File: src/rtl/axi4lite_reg_bank.sv
// AXI4-Lite slave register bank with NUM_REGS registers of DATA_WIDTH bits.
// Each register is read-write (internal storage, WSTRB byte enables) or
// read-only (sourced from regs_i). Illegal or out-of-range accesses get SLVERR.
// Write and read channels are independent; each allows one outstanding
// transaction.
module axi4lite_reg_bank #(
  parameter int unsigned            NUM_REGS    = 8,
  parameter int unsigned            DATA_WIDTH  = 32,
  parameter int unsigned            ADDR_WIDTH  = 5,
  parameter logic [NUM_REGS-1:0]    RO_MASK     = '0,
  parameter logic [DATA_WIDTH-1:0]  RESET_VALUE = '0
) (
  input  logic                           aclk,
  input  logic                           areset,
  // write address channel
  input  logic                           awvalid,
  output logic                           awready,
  input  logic [ADDR_WIDTH-1:0]          awaddr,
  input  logic [2:0]                     awprot,
  // write data channel
  input  logic                           wvalid,
  output logic                           wready,
  input  logic [DATA_WIDTH-1:0]          wdata,
  input  logic [DATA_WIDTH/8-1:0]        wstrb,
  // write response channel
  output logic                           bvalid,
  input  logic                           bready,
  output logic [1:0]                     bresp,
  // read address channel
  input  logic                           arvalid,
  output logic                           arready,
  input  logic [ADDR_WIDTH-1:0]          araddr,
  input  logic [2:0]                     arprot,
  // read data channel
  output logic                           rvalid,
  input  logic                           rready,
  output logic [DATA_WIDTH-1:0]          rdata,
  output logic [1:0]                     rresp,
  // user-logic side
  output logic [NUM_REGS*DATA_WIDTH-1:0] regs_o,
  input  logic [NUM_REGS*DATA_WIDTH-1:0] regs_i,
  output logic [NUM_REGS-1:0]            wr_pulse_o
);

  localparam int unsigned STRB_W = DATA_WIDTH / 8;
  localparam int unsigned OFF_W  = $clog2(STRB_W);
  localparam int unsigned IDX_W  = ADDR_WIDTH - OFF_W;

  localparam logic [1:0] RESP_OKAY   = 2'b00;
  localparam logic [1:0] RESP_SLVERR = 2'b10;

  // ---------------------------------------------------------------------------
  // State
  // ---------------------------------------------------------------------------
  // write channel
  logic                  aw_held_q, aw_held_d;
  logic                  w_held_q,  w_held_d;
  logic [IDX_W-1:0]      aw_idx_q,  aw_idx_d;
  logic [DATA_WIDTH-1:0] wdata_q,   wdata_d;
  logic [STRB_W-1:0]     wstrb_q,   wstrb_d;
  logic                  bvalid_q,  bvalid_d;
  logic [1:0]            bresp_q,   bresp_d;
  logic [NUM_REGS-1:0]   wr_pulse_q, wr_pulse_d;

  // register storage (read-only slots keep their reset value and are never used)
  logic [DATA_WIDTH-1:0] reg_q [NUM_REGS];
  logic [DATA_WIDTH-1:0] reg_d [NUM_REGS];

  // read channel
  logic                  ar_busy_q, ar_busy_d;
  logic                  rvalid_q,  rvalid_d;
  logic [DATA_WIDTH-1:0] rdata_q,   rdata_d;
  logic [1:0]            rresp_q,   rresp_d;

  // combinational helpers
  logic                  commit;
  logic [IDX_W-1:0]      ar_idx;
  logic [DATA_WIDTH-1:0] rd_value;
  logic [1:0]            rd_resp;

  // Protection bits and sub-word address bits carry no meaning for this bank.
  logic unused_ok;
  assign unused_ok = ^{awprot, arprot, awaddr[OFF_W-1:0], araddr[OFF_W-1:0], regs_i};

  // ---------------------------------------------------------------------------
  // Write channel
  // ---------------------------------------------------------------------------
  assign commit = aw_held_q & w_held_q & ~bvalid_q;

  // Capture AW/W independently, commit once both are held, release on B handshake.
  always_comb begin
    // NOTE: every variable gets a default before any branch, so no path leaves
    // it unassigned and no latch is inferred.
    aw_held_d  = aw_held_q;
    w_held_d   = w_held_q;
    aw_idx_d   = aw_idx_q;
    wdata_d    = wdata_q;
    wstrb_d    = wstrb_q;
    bvalid_d   = bvalid_q;
    bresp_d    = bresp_q;
    wr_pulse_d = '0;
    reg_d      = reg_q;

    if (awvalid && !aw_held_q) begin
      aw_held_d = 1'b1;
      aw_idx_d  = awaddr[ADDR_WIDTH-1:OFF_W];
    end

    if (wvalid && !w_held_q) begin
      w_held_d = 1'b1;
      wdata_d  = wdata;
      wstrb_d  = wstrb;
    end

    if (commit) begin
      bvalid_d = 1'b1;
      bresp_d  = RESP_SLVERR;
      for (int k = 0; k < int'(NUM_REGS); k++) begin
        if (aw_idx_q == IDX_W'(k) && !RO_MASK[k]) begin
          bresp_d       = RESP_OKAY;
          wr_pulse_d[k] = 1'b1;
          for (int b = 0; b < int'(STRB_W); b++) begin
            if (wstrb_q[b]) begin
              reg_d[k][8*b +: 8] = wdata_q[8*b +: 8];
            end
          end
        end
      end
    end

    // Flags stay held until the response is taken, so only one write is in flight.
    if (bvalid_q && bready) begin
      bvalid_d  = 1'b0;
      aw_held_d = 1'b0;
      w_held_d  = 1'b0;
    end
  end

  // Write-channel control and response registers.
  always_ff @(posedge aclk) begin
    // NOTE: sequential state uses non-blocking assignments so every flop samples
    // pre-edge values regardless of statement order.
    if (areset) begin
      aw_held_q  <= 1'b0;
      w_held_q   <= 1'b0;
      aw_idx_q   <= '0;
      wdata_q    <= '0;
      wstrb_q    <= '0;
      bvalid_q   <= 1'b0;
      bresp_q    <= RESP_OKAY;
      wr_pulse_q <= '0;
    end else begin
      aw_held_q  <= aw_held_d;
      w_held_q   <= w_held_d;
      aw_idx_q   <= aw_idx_d;
      wdata_q    <= wdata_d;
      wstrb_q    <= wstrb_d;
      bvalid_q   <= bvalid_d;
      bresp_q    <= bresp_d;
      wr_pulse_q <= wr_pulse_d;
    end
  end

  // Register storage.
  always_ff @(posedge aclk) begin
    if (areset) begin
      // NOTE: this array is a bank of flops with an architected reset value, not
      // a RAM, so resetting every entry is intended.
      for (int k = 0; k < int'(NUM_REGS); k++) begin
        reg_q[k] <= RESET_VALUE;
      end
    end else begin
      reg_q <= reg_d;
    end
  end

  assign awready    = ~aw_held_q;
  assign wready     = ~w_held_q;
  assign bvalid     = bvalid_q;
  assign bresp      = bresp_q;
  assign wr_pulse_o = wr_pulse_q;

  // ---------------------------------------------------------------------------
  // Read channel
  // ---------------------------------------------------------------------------
  assign ar_idx = araddr[ADDR_WIDTH-1:OFF_W];

  // Select the read source for the requested index; unmatched indices are errors.
  always_comb begin
    rd_value = '0;
    rd_resp  = RESP_SLVERR;
    for (int k = 0; k < int'(NUM_REGS); k++) begin
      if (ar_idx == IDX_W'(k)) begin
        rd_resp  = RESP_OKAY;
        rd_value = RO_MASK[k] ? regs_i[k*DATA_WIDTH +: DATA_WIDTH] : reg_q[k];
      end
    end
  end

  // Accept one AR at a time, register the response, release on R handshake.
  always_comb begin
    ar_busy_d = ar_busy_q;
    rvalid_d  = rvalid_q;
    rdata_d   = rdata_q;
    rresp_d   = rresp_q;

    if (arvalid && !ar_busy_q) begin
      ar_busy_d = 1'b1;
      rvalid_d  = 1'b1;
      rdata_d   = rd_value;
      rresp_d   = rd_resp;
    end else if (rvalid_q && rready) begin
      ar_busy_d = 1'b0;
      rvalid_d  = 1'b0;
    end
  end

  // Read-channel registers.
  always_ff @(posedge aclk) begin
    if (areset) begin
      ar_busy_q <= 1'b0;
      rvalid_q  <= 1'b0;
      rdata_q   <= '0;
      rresp_q   <= RESP_OKAY;
    end else begin
      ar_busy_q <= ar_busy_d;
      rvalid_q  <= rvalid_d;
      rdata_q   <= rdata_d;
      rresp_q   <= rresp_d;
    end
  end

  assign arready = ~ar_busy_q;
  assign rvalid  = rvalid_q;
  assign rdata   = rdata_q;
  assign rresp   = rresp_q;

  // ---------------------------------------------------------------------------
  // Register outputs: read-only slots present zero.
  // ---------------------------------------------------------------------------
  always_comb begin
    regs_o = '0;
    for (int k = 0; k < int'(NUM_REGS); k++) begin
      if (!RO_MASK[k]) begin
        regs_o[k*DATA_WIDTH +: DATA_WIDTH] = reg_q[k];
      end
    end
  end

endmodule
File: config.mk
export PLATFORM = sky130hd
export DESIGN_NAME = axi4lite_reg_bank
export DESIGN_NICKNAME = d
export VERILOG_FILES = /design/src/rtl/axi4lite_reg_bank.sv
export SDC_FILE = /design/constraint.sdc
export NUM_CORES = 1
export LEC_CHECK = 0
export ABC_AREA = 1
export BUFFER_PORTS_ARGS = -buffer_cell sky130_fd_sc_hd__buf_4
export CAP_MARGIN = 20
export CELL_PAD_IN_SITES_DETAIL_PLACEMENT = 0
export CELL_PAD_IN_SITES_GLOBAL_PLACEMENT = 1
export CORE_ASPECT_RATIO = 0.5
export CORE_MARGIN = 3
export CORE_UTILIZATION = 32
export DETAILED_ROUTE_END_ITERATION = 8
export PLACE_DENSITY = 0.92
export SETUP_SLACK_MARGIN = 0.4
export SYNTH_ARGS = -nofsm -noshare
export SYNTH_HDL_FRONTEND = slang
export SYNTH_SLANG_ARGS = --single-unit
File: constraint.sdc
create_clock -name aclk -period 2.3 [get_ports aclk]
set_input_delay 0.46 -clock aclk [delete_from_list [all_inputs] [get_ports aclk]]
set_output_delay 0.46 -clock aclk [all_outputs]
set_load 0.01 [all_outputs]
-- Yosys cells after proc, flatten, opt, wreduce, memory -nomap -nowiden
Cells that the tools add are included.
- word-level logic and storage cells: 143
- bits of input ports: 315
- flip-flop bits (word level): 343
- equal/unequal tests: 14
- mux-type cells: 34
- bitwise gates (word level): 7
- reductions and logical operators: 45
- operators with widths (cell ; number):
    $mux 32 ; 8
    $reduce_and 3->1 ; 32
    $mux 2 ; 16
    $eq 3x3->1 const B ; 8
    $eq 3x2->1 const B ; 4
    $mux 1 ; 10
    $eq 3x1->1 const B ; 2
    $logic_not 3->1 ; 2
    $logic_and 1x1->1 ; 5
    $not 1->1 ; 5
    $reduce_or 2->1 ; 2
    $logic_not 1->1 ; 3
    $and 1x1->1 ; 2
    $reduce_bool 2->1 ; 1

-- Longest topological paths before layout
- depth after elaboration: 9
- depth in mapped cells: 9
- mapped depth without buffers: 8

-- Worst setup path before layout
OpenSTA, ideal clock, no wires.
- path kind: input port to flip-flop
- start point: in araddr[3]
- end point: reg rdata_q[12], in the netlist rdata[12]
- data arrival time: 1.542 ns
- slack: 0.688 ns
- data required time: 2.230 ns
- cell stages on the path: 9
- path through: buf_4 -> buf_2 -> nor3_1 -> nand2_1 -> nand2_1 -> nor2_1 -> nand4_1 -> nand2_1 -> a21oi_1
- word-level cells in the longest chain between the ends: 9
- RTL lines (what ; line ; text):
    start, declared ; 32 ; input logic [ADDR_WIDTH-1:0] araddr,
    $logic_not 3->1 ; 193 ; if (ar_idx == IDX_W'(k)) begin
    $mux 32 (7 in a row) ; 193 ;
    $mux 32 (*) ; 193 ;
    end signal, assigned ; 228 ; rdata_q <= rdata_d;
    end, declared ; 72 ; logic [DATA_WIDTH-1:0] rdata_q, rdata_d;
Every way passes the cells marked *; elsewhere a longest branch is shown, timed or not.
A chain may end at the register's enable or synchronous reset.

-- Final worst setup path
- start point: reg w_held_q
- end point: reg reg_q, in the netlist regs_o[123]
- word-level cells in the longest chain between the ends: 3
- RTL lines (what ; line ; text):
    start, declared ; 57 ; logic w_held_q, w_held_d;
    start signal, assigned ; 154 ; w_held_q <= w_held_d;
    $and 1x1->1 (2 in a row) ; 88 ; assign commit = aw_held_q & w_held_q & ~bvalid_q;
    $reduce_and 3->1 (no source line) ; n/a ;
    end signal, assigned ; 173 ; reg_q <= reg_d;
    end, declared ; 66 ; logic [DATA_WIDTH-1:0] reg_q [NUM_REGS];
No other way between the ends.

==> results.ini <==
[floorplan]
pin_count = 620
start_util = 0.3269
num_rows = 53
core_sq_mm = 0.04237
die_w_um = 300.3
die-area_sq_mm = 0.04598
die_h_um = 153.1

[synthesis]
synth-compound-area-share = 0.1736
postSynthAreaPerCell_sq_um = 7.119
ys.warnings.count = 0
syn_inst = 1946
synth_top_family_by_area = simple AND/OR/NAND/NOR gates
yosys.area_share.adder = 0
ys_seq_area_frac = 0.4928
synthMuxAreaShare = 0
synth_area_sq_mm = 0.01385
synth_simple_gate_area_share = 0.2582
yosys.cell_types.count = 24
synth_seq_cells = 341
synth_xor_xnor_area_share = 0

[outcome]
outcome = finished, final reports clean

[min_path]
worstHoldStart = wdata[26]
hold_class = in -> reg
min_to = wdata_q[26]
min_path_cells = 3

[drt]
drc = 0
drt-total-wl_um = 58710
vias = 14660
wire_per_inst_um = 20.51
first_pass_iters = 6
ant_nets = 0
drt-initial-drc-count = 1281
vias_per_cell = 5.122

[setup_path]
crit_path_end_kind = register
r2r-end = regs_o[123]
critPathLaunchType = register
cp.arrival_ps = 2220
rr_worst_depth = 8
reg2reg_slack_ps = 500
r2r_start = w_held_q
worstSetupPathType = reg -> reg
worst-path-max-fanout = 8
cp.required_ps = 2720

[cts]
clk_pin_slew_worst_paths_ps = 60
clock_sinks = 341
cts_tree = built
root_buffer = clkbuf_16
clk_path_buf_depth = 3
clkLatencyLatePin_ps = 540
h-tree-depth = 2
cts_made_buffers = 35
hold_buffers = 0

[grt]
grt.total_usage = 0.2426
grt_max_degree = 106
grt_pass1_wl_um = 85280
grt_antenna_before_repair = 5
grt_pass1_vias = 13320
grt_overflow = 0

[pwr]
leakage_uw = 0.008329
p_total_uw = 12850
pwr_density_cell_mw_per_mm2 = 696.2
irDropWorstVdd_mv = 0.3959

[sta]
fmax_mhz = 555.0
period_share = 0.7834
slew_headroom = 0.5876
fin_crit_ps = 1802
slew_viol_final = 0
setup_viol = 0
worst_slew_pin_slew_ps = 615.3
hold_ws_ps = 141.6
fin_setup_tns_ps = 0
rsz0062_at_grt = true
hold_violations = 0
finClkSkew_ps = 25.40

[layout]
flow.area_growth_from_synthesis_pct = 33.27
drive_gt1_frac = 0.2231
fin_nets = 2577

[placed_design]
hpwl_um = 42830
gp_congestion = 0.9221
io_buffers = 351

[run]
cap_viol_max_count = 0

[layout make-up]
cell class,instances,area [sq um]
inverters,136,524.3
multi-input cells,1339,6033
flip-flops and latches,341,6827
fillers,4222,23910
clock inverters,11,172.7
clock buffers,45,953.4
well taps,577,721.9
diodes,5,12.51
repair buffers,409,3218
[routing by layer]
layer	vias up	global-route usage	share of wire
li1	7015	-	-
met1	6885	0.3286	0.43
met2	643	0.3808	0.44
met3	120	0.04060	0.079
met4	0	0.1063	0.046
met5	-	0	0
[synthesized netlist by cell type]
cell | number | area, sq um
a21oi_1 | 172 | 860.8
buf_1 | 27 | 101.4
buf_2 | 21 | 105.1
buf_4 | 3 | 22.52
clkbuf_1 | 79 | 296.5
clkbuf_2 | 1 | 5.000
clkinv_1 | 4 | 15.01
conb_1 | 1 | 3.750
dfxtp_1 | 341 | 6827
inv_1 | 116 | 435.4
inv_2 | 16 | 60.06
nand2_1 | 147 | 551.8
nand2_2 | 3 | 18.77
nand3_1 | 56 | 280.3
nand3_2 | 1 | 10.01
nand4_1 | 84 | 525.5
nor2_1 | 542 | 2034
nor2_2 | 12 | 75.07
nor3_1 | 9 | 45.04
nor3_2 | 2 | 20.02
nor3_4 | 1 | 16.27
o21a_1 | 1 | 7.510
o21ai_0 | 300 | 1501
o21ai_1 | 7 | 35.03
[state kept, by name, indices dropped and copies added (netlist names), 3 cells and up]
| register | count |
|---|---|
| aw_idx_q | 3 |
| rdata | 32 |
| regs_o | 256 |
| wdata_q | 32 |
| wr_pulse_o | 8 |
| wstrb_q | 4 |
[worst max-delay path, cell delays in order (launching register included)]
cell	delay [ps]
dfxtp_1	410
nand3_1	170
clkinv_4	160
nand2_2	170
nor2_4	210
clkinvlp_4	200
buf_2	220
nor2_1	110
nor2_1	60
[power by group]
group | leakage [uW] | switching [uW] | internal [uW]
combinational | 0.00502 | 566 | 280
sequential | 0.00276 | 183 | 6000
clock | 0.000555 | 2440 | 3380
total | 0.00833 | 3190 | 9660
[worst max-delay path by stage]
stage	start	endpoint	slack (ps)	cells after the start
finish	w_held_q	regs_o[123]	500	8
floorplan	araddr[3]	rdata[12]	690	9
global route	w_held_q	regs_o[123]	350	8
CTS	w_held_q	regs_o[106]	370	7
global placement	araddr[2]	rdata[28]	110	9
detailed placement	araddr[2]	rdata[26]	120	9
[cells in the final DEF (no fill, tap or decap), types with 2 or more instances in the layout]
| master | count |
|---|---|
| inv_2 | 23 |
| inv_6 | 4 |
| nand4_1 | 84 |
| clkbuf_16 | 35 |
| bufinv_16 | 4 |
| nand2_1 | 145 |
| buf_4 | 396 |
| nand2_2 | 4 |
| a21oi_1 | 172 |
| dfxtp_1 | 341 |
| nor3_1 | 9 |
| clkbuf_1 | 6 |
| conb_1 | 2 |
| clkinv_1 | 3 |
| clkbuf_8 | 4 |
| nor3_4 | 2 |
| buf_12 | 12 |
| nor2_4 | 4 |
| nand3_1 | 56 |
| clkinv_2 | 3 |
| o21ai_0 | 300 |
| nor2_2 | 11 |
| inv_1 | 107 |
| diode_2 | 5 |
| o21ai_1 | 7 |
| nor2_1 | 539 |
[per-stage QoR]
| stage | cells | instance area (sq um) | util | worst slack (ps) |
|---|---|---|---|---|
| after floorplan | 1947 | 13860 | - | 687.7 |
| after global placement | 2797 | 17250 | 0.4070 | 106.3 |
| after detailed placement | 2797 | 17250 | 0.4070 | 117.7 |
| after CTS | 2853 | 18390 | 0.4340 | 373.2 |
| after global routing | 2863 | 18460 | 0.4357 | 347.3 |
| final | 2863 | 18460 | 0.4357 | 498.1 |
[cells by family (layout without fill, tap and decap cells)]
family,Yosys count,count (layout)
buf+inv,267,601
other cells,1,7
flops,341,341
simple gates,857,857
compound gates,480,480
[repair_timing]
| item | 4_1_cts | 5_1_grt |
|---|---|---|
| gates resized for setup | 6 | 13 |
| endpoints found under the setup margin | 36 | 85 |
| pin swaps | 0 | 1 |
| buffers inserted | 0 | 5 |
Note: power is estimated with default switching activity, not from simulation.
